$ cat config.mk
export PLATFORM = sky130hd
export DESIGN_NAME = cache_dm_wt
export DESIGN_NICKNAME = d
export VERILOG_FILES = /design/src/rtl/cache_dm_wt.sv
export SDC_FILE = /design/constraint.sdc
export NUM_CORES = 2
export LEC_CHECK = 0
export BUFFER_PORTS_ARGS = -buffer_cell sky130_fd_sc_hd__buf_2
export CELL_PAD_IN_SITES_DETAIL_PLACEMENT = 1
export CELL_PAD_IN_SITES_GLOBAL_PLACEMENT = 1
export CORE_MARGIN = 1.5
export CORE_UTILIZATION = 54
export CTS_CLUSTER_DIAMETER = 120
export DETAILED_ROUTE_END_ITERATION = 8
export PLACE_DENSITY_LB_ADDON = 0.1
export SYNTH_ARGS = -nofsm -noshare
export SYNTH_HDL_FRONTEND = slang
export SYNTH_MEMORY_MAX_BITS = 65536
export SYNTH_SLANG_ARGS = --single-unit
$ cat constraint.sdc
create_clock -name clk -period 6.2 [get_ports clk]
set_clock_uncertainty 0.15 [all_clocks]
set_input_delay 0.62 -clock clk [delete_from_list [all_inputs] [get_ports clk]]
set_output_delay 0.62 -clock clk [all_outputs]
set_load 0.01 [all_outputs]
$ cat src/rtl/cache_dm_wt.sv
// Direct-mapped, write-through, no-write-allocate cache between a CPU port and memory.
// Define CACHE_STATS_EN to add the saturating hit_cnt/miss_cnt outputs.
// state   | meaning
// S_IDLE  | serve hits, start fills/writes, accept flush
// S_FILL  | read WPL beats of a line from memory
// S_WRITE | write one word through to memory
module cache_dm_wt #(
    parameter int ADDR_W = 16,
    parameter int DATA_W = 16,
    parameter int LINES  = 64,
    parameter int WPL    = 4
) (
    input  logic              clk,
    input  logic              rst,
    input  logic              re,
    input  logic              we,
    input  logic [ADDR_W-1:0] addr,
    input  logic [DATA_W-1:0] wrt_data,
    input  logic              flush,
    output logic              hit,
    output logic [DATA_W-1:0] rd_data,
    output logic              mem_re,
    output logic              mem_we,
    output logic [ADDR_W-1:0] mem_addr,
    output logic [DATA_W-1:0] mem_wdata,
    input  logic [DATA_W-1:0] mem_rdata,
    input  logic              mem_rdy
`ifdef CACHE_STATS_EN
    ,
    output logic [15:0]       hit_cnt,
    output logic [15:0]       miss_cnt
`endif
);

    localparam int OFF_W = $clog2(WPL);
    localparam int IDX_W = $clog2(LINES);
    localparam int TAG_W = ADDR_W - IDX_W - OFF_W;
    localparam logic [OFF_W-1:0] LAST_BEAT = OFF_W'(WPL - 1);

    typedef enum logic [1:0] {S_IDLE, S_FILL, S_WRITE} state_t;

    state_t              state_q, state_d;
    logic [OFF_W-1:0]    beat_q;
    logic [LINES-1:0]    valid_q;
    logic [ADDR_W-1:0]   lat_addr_q;
    logic [DATA_W-1:0]   lat_wdata_q;
    logic [TAG_W-1:0]    tag_q  [LINES];
    logic [DATA_W-1:0]   data_q [LINES*WPL];

    logic [OFF_W-1:0]    cpu_off, lat_off;
    logic [IDX_W-1:0]    cpu_idx, lat_idx;
    logic [TAG_W-1:0]    cpu_tag, lat_tag;
    logic                cpu_line_hit, lat_line_hit;
    logic                read_hit, start_fill, start_write, do_flush;
    logic                fill_wr, fill_last, wr_done;

    assign cpu_off = addr[OFF_W-1:0];
    assign cpu_idx = addr[OFF_W +: IDX_W];
    assign cpu_tag = addr[ADDR_W-1 -: TAG_W];
    assign lat_off = lat_addr_q[OFF_W-1:0];
    assign lat_idx = lat_addr_q[OFF_W +: IDX_W];
    assign lat_tag = lat_addr_q[ADDR_W-1 -: TAG_W];

    assign cpu_line_hit = valid_q[cpu_idx] && (tag_q[cpu_idx] == cpu_tag);
    assign lat_line_hit = valid_q[lat_idx] && (tag_q[lat_idx] == lat_tag);
    assign rd_data      = data_q[{cpu_idx, cpu_off}];

    always_comb begin
        state_d     = state_q;
        hit         = 1'b0;
        mem_re      = 1'b0;
        mem_we      = 1'b0;
        mem_addr    = '0;
        mem_wdata   = '0;
        read_hit    = 1'b0;
        start_fill  = 1'b0;
        start_write = 1'b0;
        do_flush    = 1'b0;
        fill_wr     = 1'b0;
        fill_last   = 1'b0;
        wr_done     = 1'b0;
        case (state_q)
            S_IDLE: begin
                if (we) begin
                    start_write = 1'b1;
                    state_d     = S_WRITE;
                end else if (re) begin
                    if (cpu_line_hit) begin
                        hit      = 1'b1;
                        read_hit = 1'b1;
                    end else begin
                        start_fill = 1'b1;
                        state_d    = S_FILL;
                    end
                end else if (flush) begin
                    do_flush = 1'b1;
                end
            end
            S_FILL: begin
                mem_re   = 1'b1;
                mem_addr = {lat_tag, lat_idx, beat_q};
                if (mem_rdy) begin
                    fill_wr = 1'b1;
                    if (beat_q == LAST_BEAT) begin
                        fill_last = 1'b1;
                        state_d   = S_IDLE;
                    end
                end
            end
            S_WRITE: begin
                mem_we    = 1'b1;
                mem_addr  = lat_addr_q;
                mem_wdata = lat_wdata_q;
                if (mem_rdy) begin
                    hit     = 1'b1;
                    wr_done = 1'b1;
                    state_d = S_IDLE;
                end
            end
            default: state_d = S_IDLE;
        endcase
    end

    // Request is latched so a fill or write completes even if the CPU drops it.
    always_ff @(posedge clk or negedge rst) begin
        if (!rst) begin
            state_q     <= S_IDLE;
            beat_q      <= '0;
            valid_q     <= '0;
            lat_addr_q  <= '0;
            lat_wdata_q <= '0;
        end else begin
            state_q <= state_d;
            if (start_fill || start_write) begin
                lat_addr_q  <= addr;
                lat_wdata_q <= wrt_data;
            end
            if (start_fill) begin
                valid_q[cpu_idx] <= 1'b0;
                beat_q           <= '0;
            end
            if (fill_wr) begin
                beat_q <= beat_q + 1'b1;
            end
            if (fill_last) begin
                valid_q[lat_idx] <= 1'b1;
            end
            if (do_flush) begin
                valid_q <= '0;
            end
        end
    end

    always_ff @(posedge clk) begin
        if (fill_wr) begin
            data_q[{lat_idx, beat_q}] <= mem_rdata;
        end
        if (fill_last) begin
            tag_q[lat_idx] <= lat_tag;
        end
        if (wr_done && lat_line_hit) begin
            data_q[{lat_idx, lat_off}] <= lat_wdata_q;
        end
    end

`ifdef CACHE_STATS_EN
    logic [15:0] hit_cnt_q, miss_cnt_q;

    always_ff @(posedge clk or negedge rst) begin
        if (!rst) begin
            hit_cnt_q  <= '0;
            miss_cnt_q <= '0;
        end else if (do_flush) begin
            hit_cnt_q  <= '0;
            miss_cnt_q <= '0;
        end else begin
            if (read_hit && (hit_cnt_q != 16'hFFFF)) begin
                hit_cnt_q <= hit_cnt_q + 16'd1;
            end
            if (start_fill && (miss_cnt_q != 16'hFFFF)) begin
                miss_cnt_q <= miss_cnt_q + 16'd1;
            end
        end
    end

    assign hit_cnt  = hit_cnt_q;
    assign miss_cnt = miss_cnt_q;
`endif

endmodule

==> parameters.txt <==
Parameter                              Value

Floorplan
  Chip height    591.2 microns
  Initial Utilization    54.35%
  Rows    215
  DIE WIDTH    591.2 microns
  I/O pin total    105
  Core Region    0.3438 sq mm
  Total die area    0.3496 sq mm

Worst setup path
  Cell with the biggest individual delay on the critical path    sky130_fd_sc_hd__nor4bb_1
  Type of origin of the critical path    input pin
  Critical Path RT    5.43 ns
  Worst Setup End Kind    primary output
  CP max stage delay    0.75 ns
  Critical Path Most Common Cell    sky130_fd_sc_hd__buf_4
  Setup CP Type    in -> out
  CP Cell Sequence    clkbuf_8, buf_4, or2_2, buf_4, o221ai_1, a221oi_1, o22ai_1, nor4bb_1, buf_4, o21ai_0, nor4_4, nand2_2, o21ai_0, buf_4, buf_2
  Sum of buffers and inverters on the critical path    6
  Largest fanout on the critical path    68
  Cell family with the largest share of critical-path delay    buffers and inverters
  CP Data Arrival Time    5.53 ns

Synth
  Flip-flop and latch count after synthesis    4708
  Total standard cell area after synthesis    0.1868 sq mm
  Fraction of registers with async set or reset after synthesis    2.124%
  Post-synthesis cell count    8881
  Most used flip-flop cell after synthesis    sky130_fd_sc_hd__edfxtp_1
  Syn. warnings    0
  Part of the Yosys area used for sequential elements    75.40%
  Avg Inst Size Synth    21.04 sq um
  Net count after synthesis    8939
  Number of enable-type register cells in the synthesized netlist    4608
  Post-synth cell types    72

Clock network
  Root cell of the clock tree    sky130_fd_sc_hd__clkbuf_16
  Depth of the CTS H-tree    5
  CTS buffer count    467
  Clock-pin slew on the worst setup and hold paths    0.07 ns
  Clock latency on the worst-skew pair    1.04 ns
  Clock sink total    4708
  Maximum root-to-sink buffer count    4
  TritonCTS clock tree    built

Placed design
  Standard cell area after detailed placement    0.2007 sq mm
  Placement Setup Slack    0.1638 ns
  Detail Placement HPWL    382000 microns
  Number of port buffers    104
  GPL Wtd Cong    0.9806

Pwr
  Peak VDD IR    0.2887 mV
  Cell area power density    351.5 mW/mm^2
  Static leakage power    68.39 nW
  Total power draw    0.07613 W

STA
  RSZ-0062 raised after global routing    false
  Worst hold slack after final layout    0.1114 ns
  Worst slew margin    11.04%
  Fin. Hold Viols    0
  Min cycle time layout    6.300 ns
  Count of final max-slew check failures    0
  Worst-case setup margin in the final layout    -0.09979 ns
  Actual slew at the worst max-slew pin    1.328 ns
  Final clock period utilization by the worst path    101.6%
  Count of final setup violators    1
  Fmax    158.7 MHz

Drt
  Ratio of routed vias to standard cells    7.066
  Violation count after the first detailed-route iteration    14810
  Remaining antenna violation count after routing    0
  Final routed wire length divided by cell count    40.91 microns
  Post-detailed-routing wire length    600400 microns
  Vias    103715
  Number of remaining DRC errors    0
  Count of TritonRoute iterations in the first routing pass    6

Layout
  Most common cell after layout, fill and taps aside    sky130_fd_sc_hd__edfxtp_1
  Area growth from synthesis to layout    15.90%
  End-of-flow core utilization    62.99%
  Fraction of layout cells with a size suffix above 1    32.29%
  Total number of nets in the final design    9755
  Finished Cell Area    0.2166 sq mm
  Commonest cells after routing, fill and taps aside    4608 x sky130_fd_sc_hd__edfxtp_1, 1180 x sky130_fd_sc_hd__mux4_2, 749 x sky130_fd_sc_hd__buf_4

Global routing
  Global-route wire length before repair    841200 microns
  Grt ovf    0
  Overall routing resource usage    34.54%
  Via count of the first global-routing pass    105717
  Pin count of the biggest net entering global routing    93
  Number of antenna violations at the first check in global routing    23

Status
  Violated checks    setup timing
  Status    finished, violations left

Run
  Max Cap Viol    0

Min path
  Min-delay worst type    in -> async
cells in the mapped netlist, types with 44 or more instances:
library cell | number | area share, %
sky130_fd_sc_hd__buf_1 | 125 | 0.25
sky130_fd_sc_hd__a221oi_1 | 83 | 0.39
sky130_fd_sc_hd__buf_2 | 88 | 0.24
sky130_fd_sc_hd__nand3_1 | 70 | 0.19
sky130_fd_sc_hd__mux2i_1 | 145 | 0.78
sky130_fd_sc_hd__a31oi_1 | 79 | 0.26
sky130_fd_sc_hd__mux4_2 | 1180 | 14
sky130_fd_sc_hd__o22ai_1 | 83 | 0.28
sky130_fd_sc_hd__nand4_1 | 91 | 0.30
sky130_fd_sc_hd__nand2_1 | 96 | 0.19
sky130_fd_sc_hd__a22oi_1 | 438 | 1.8
sky130_fd_sc_hd__mux2_2 | 49 | 0.30
sky130_fd_sc_hd__a211oi_1 | 70 | 0.28
sky130_fd_sc_hd__edfxtp_1 | 4608 | 74
sky130_fd_sc_hd__clkbuf_1 | 391 | 0.79
sky130_fd_sc_hd__nor2b_1 | 44 | 0.15
sky130_fd_sc_hd__dfrtp_1 | 100 | 1.3
sky130_fd_sc_hd__nor2_1 | 172 | 0.35
sky130_fd_sc_hd__a22o_1 | 84 | 0.39
sky130_fd_sc_hd__a21oi_1 | 118 | 0.32
sky130_fd_sc_hd__nor4_1 | 275 | 0.92
sky130_fd_sc_hd__nor4_2 | 66 | 0.44
kinds of logic after synthesis:
kind of cell             count (synthesis)  synth area share [%]
AO/OA/AOI/OAI                         1151                 4.556
XOR/XNOR                                14               0.06563
adder cells (fa/ha/maj)                  4               0.02679
buffers and inverters                  690                 1.633
flip-flops                            4708                 75.40
multiplexers                          1378                 15.34
AND/OR/NAND/NOR                        936                 2.984
state kept, by name, indices dropped and copies added, names as in the netlist:
register and flops:
beat_q 2, state_q 2, data_q 4096, lat_wdata_q 16
tag_q 512, lat_addr_q 16, valid_q 64
area by class of cell:
cell class                 count  area (sq um)
clock inverter               335          3430
tap                         4557          5702
fill                       27791        127200
sequential                  4708        140900
multi-input combinational   3483         45180
clock buffer                 547         12150
inverter                      27         101.3
timing repair buffer        1010          9085
antenna                       10         25.02
per-layer routing:
layer	wire [microns]	GRT usage, %	vias to the layer above
li1	-	-	40020
met1	224100	47.88	55615
met2	282300	53.65	6707
met3	58810	6.298	1357
met4	35020	16.91	16
met5	120	0	-
repair_timing:
item                                   CTS  global route
setup endpoints to repair                0            41
gates resized for setup                  0             1
endpoints found under the hold margin   95             0
setup buffers                            0             1
hold buffers                            28             0
final timing paths:
kind | slack [ns] | endpoint | startpoint | cells past startpoint
min in group clk | 0.12 | lat_wdata_q[4] | re | 3
worst max register to register | 0.11 | data_q[164][15] | lat_addr_q[2] | 14
worst min register to register | 0.45 | state_q[1] | state_q[1] | 1
max in group asynchronous | 4.25 | lat_addr_q[13] | rst | 3
worst min-delay path | 0.11 | valid_q[14] | rst | 2
worst max-delay path | -0.1 | hit | addr[4] | 15
worst reg2reg max path, stage by stage, from the launching register on:
cell and delay [ns]:
sky130_fd_sc_hd__dfrtp_4 0.63, sky130_fd_sc_hd__buf_12 0.27, sky130_fd_sc_hd__buf_12 0.24, sky130_fd_sc_hd__mux4_2 0.54, sky130_fd_sc_hd__o22ai_1 0.50, sky130_fd_sc_hd__nor4_1 0.12, sky130_fd_sc_hd__xnor2_1 0.21, sky130_fd_sc_hd__nand3_1 0.21
sky130_fd_sc_hd__a211o_1 0.31, sky130_fd_sc_hd__or4_4 0.65, sky130_fd_sc_hd__and2_4 0.48, sky130_fd_sc_hd__buf_12 0.42, sky130_fd_sc_hd__buf_4 0.31, sky130_fd_sc_hd__nor4_2 0.38, sky130_fd_sc_hd__buf_4 0.33
per-stage QoR:
| stage | std cells | TNS, ns |
|---|---|---|
| after CTS | 14666 | 0 |
| final | 14677 | -0.09979 |
| after detailed placement | 13756 | 0 |
| after global routing | 14668 | 0 |
| after global placement | 13756 | 0 |
| after floorplan | 8881 | 0 |
power breakdown:
part	leakage (nW)	total [W]	switching [W]	internal, W
registers	42.7	0.0361	0.000447	0.0356
logic	18.1	0.0111	0.00775	0.00334
clock network	7.56	0.0289	0.0124	0.0165
Note: power is estimated with default switching activity, not from simulation.
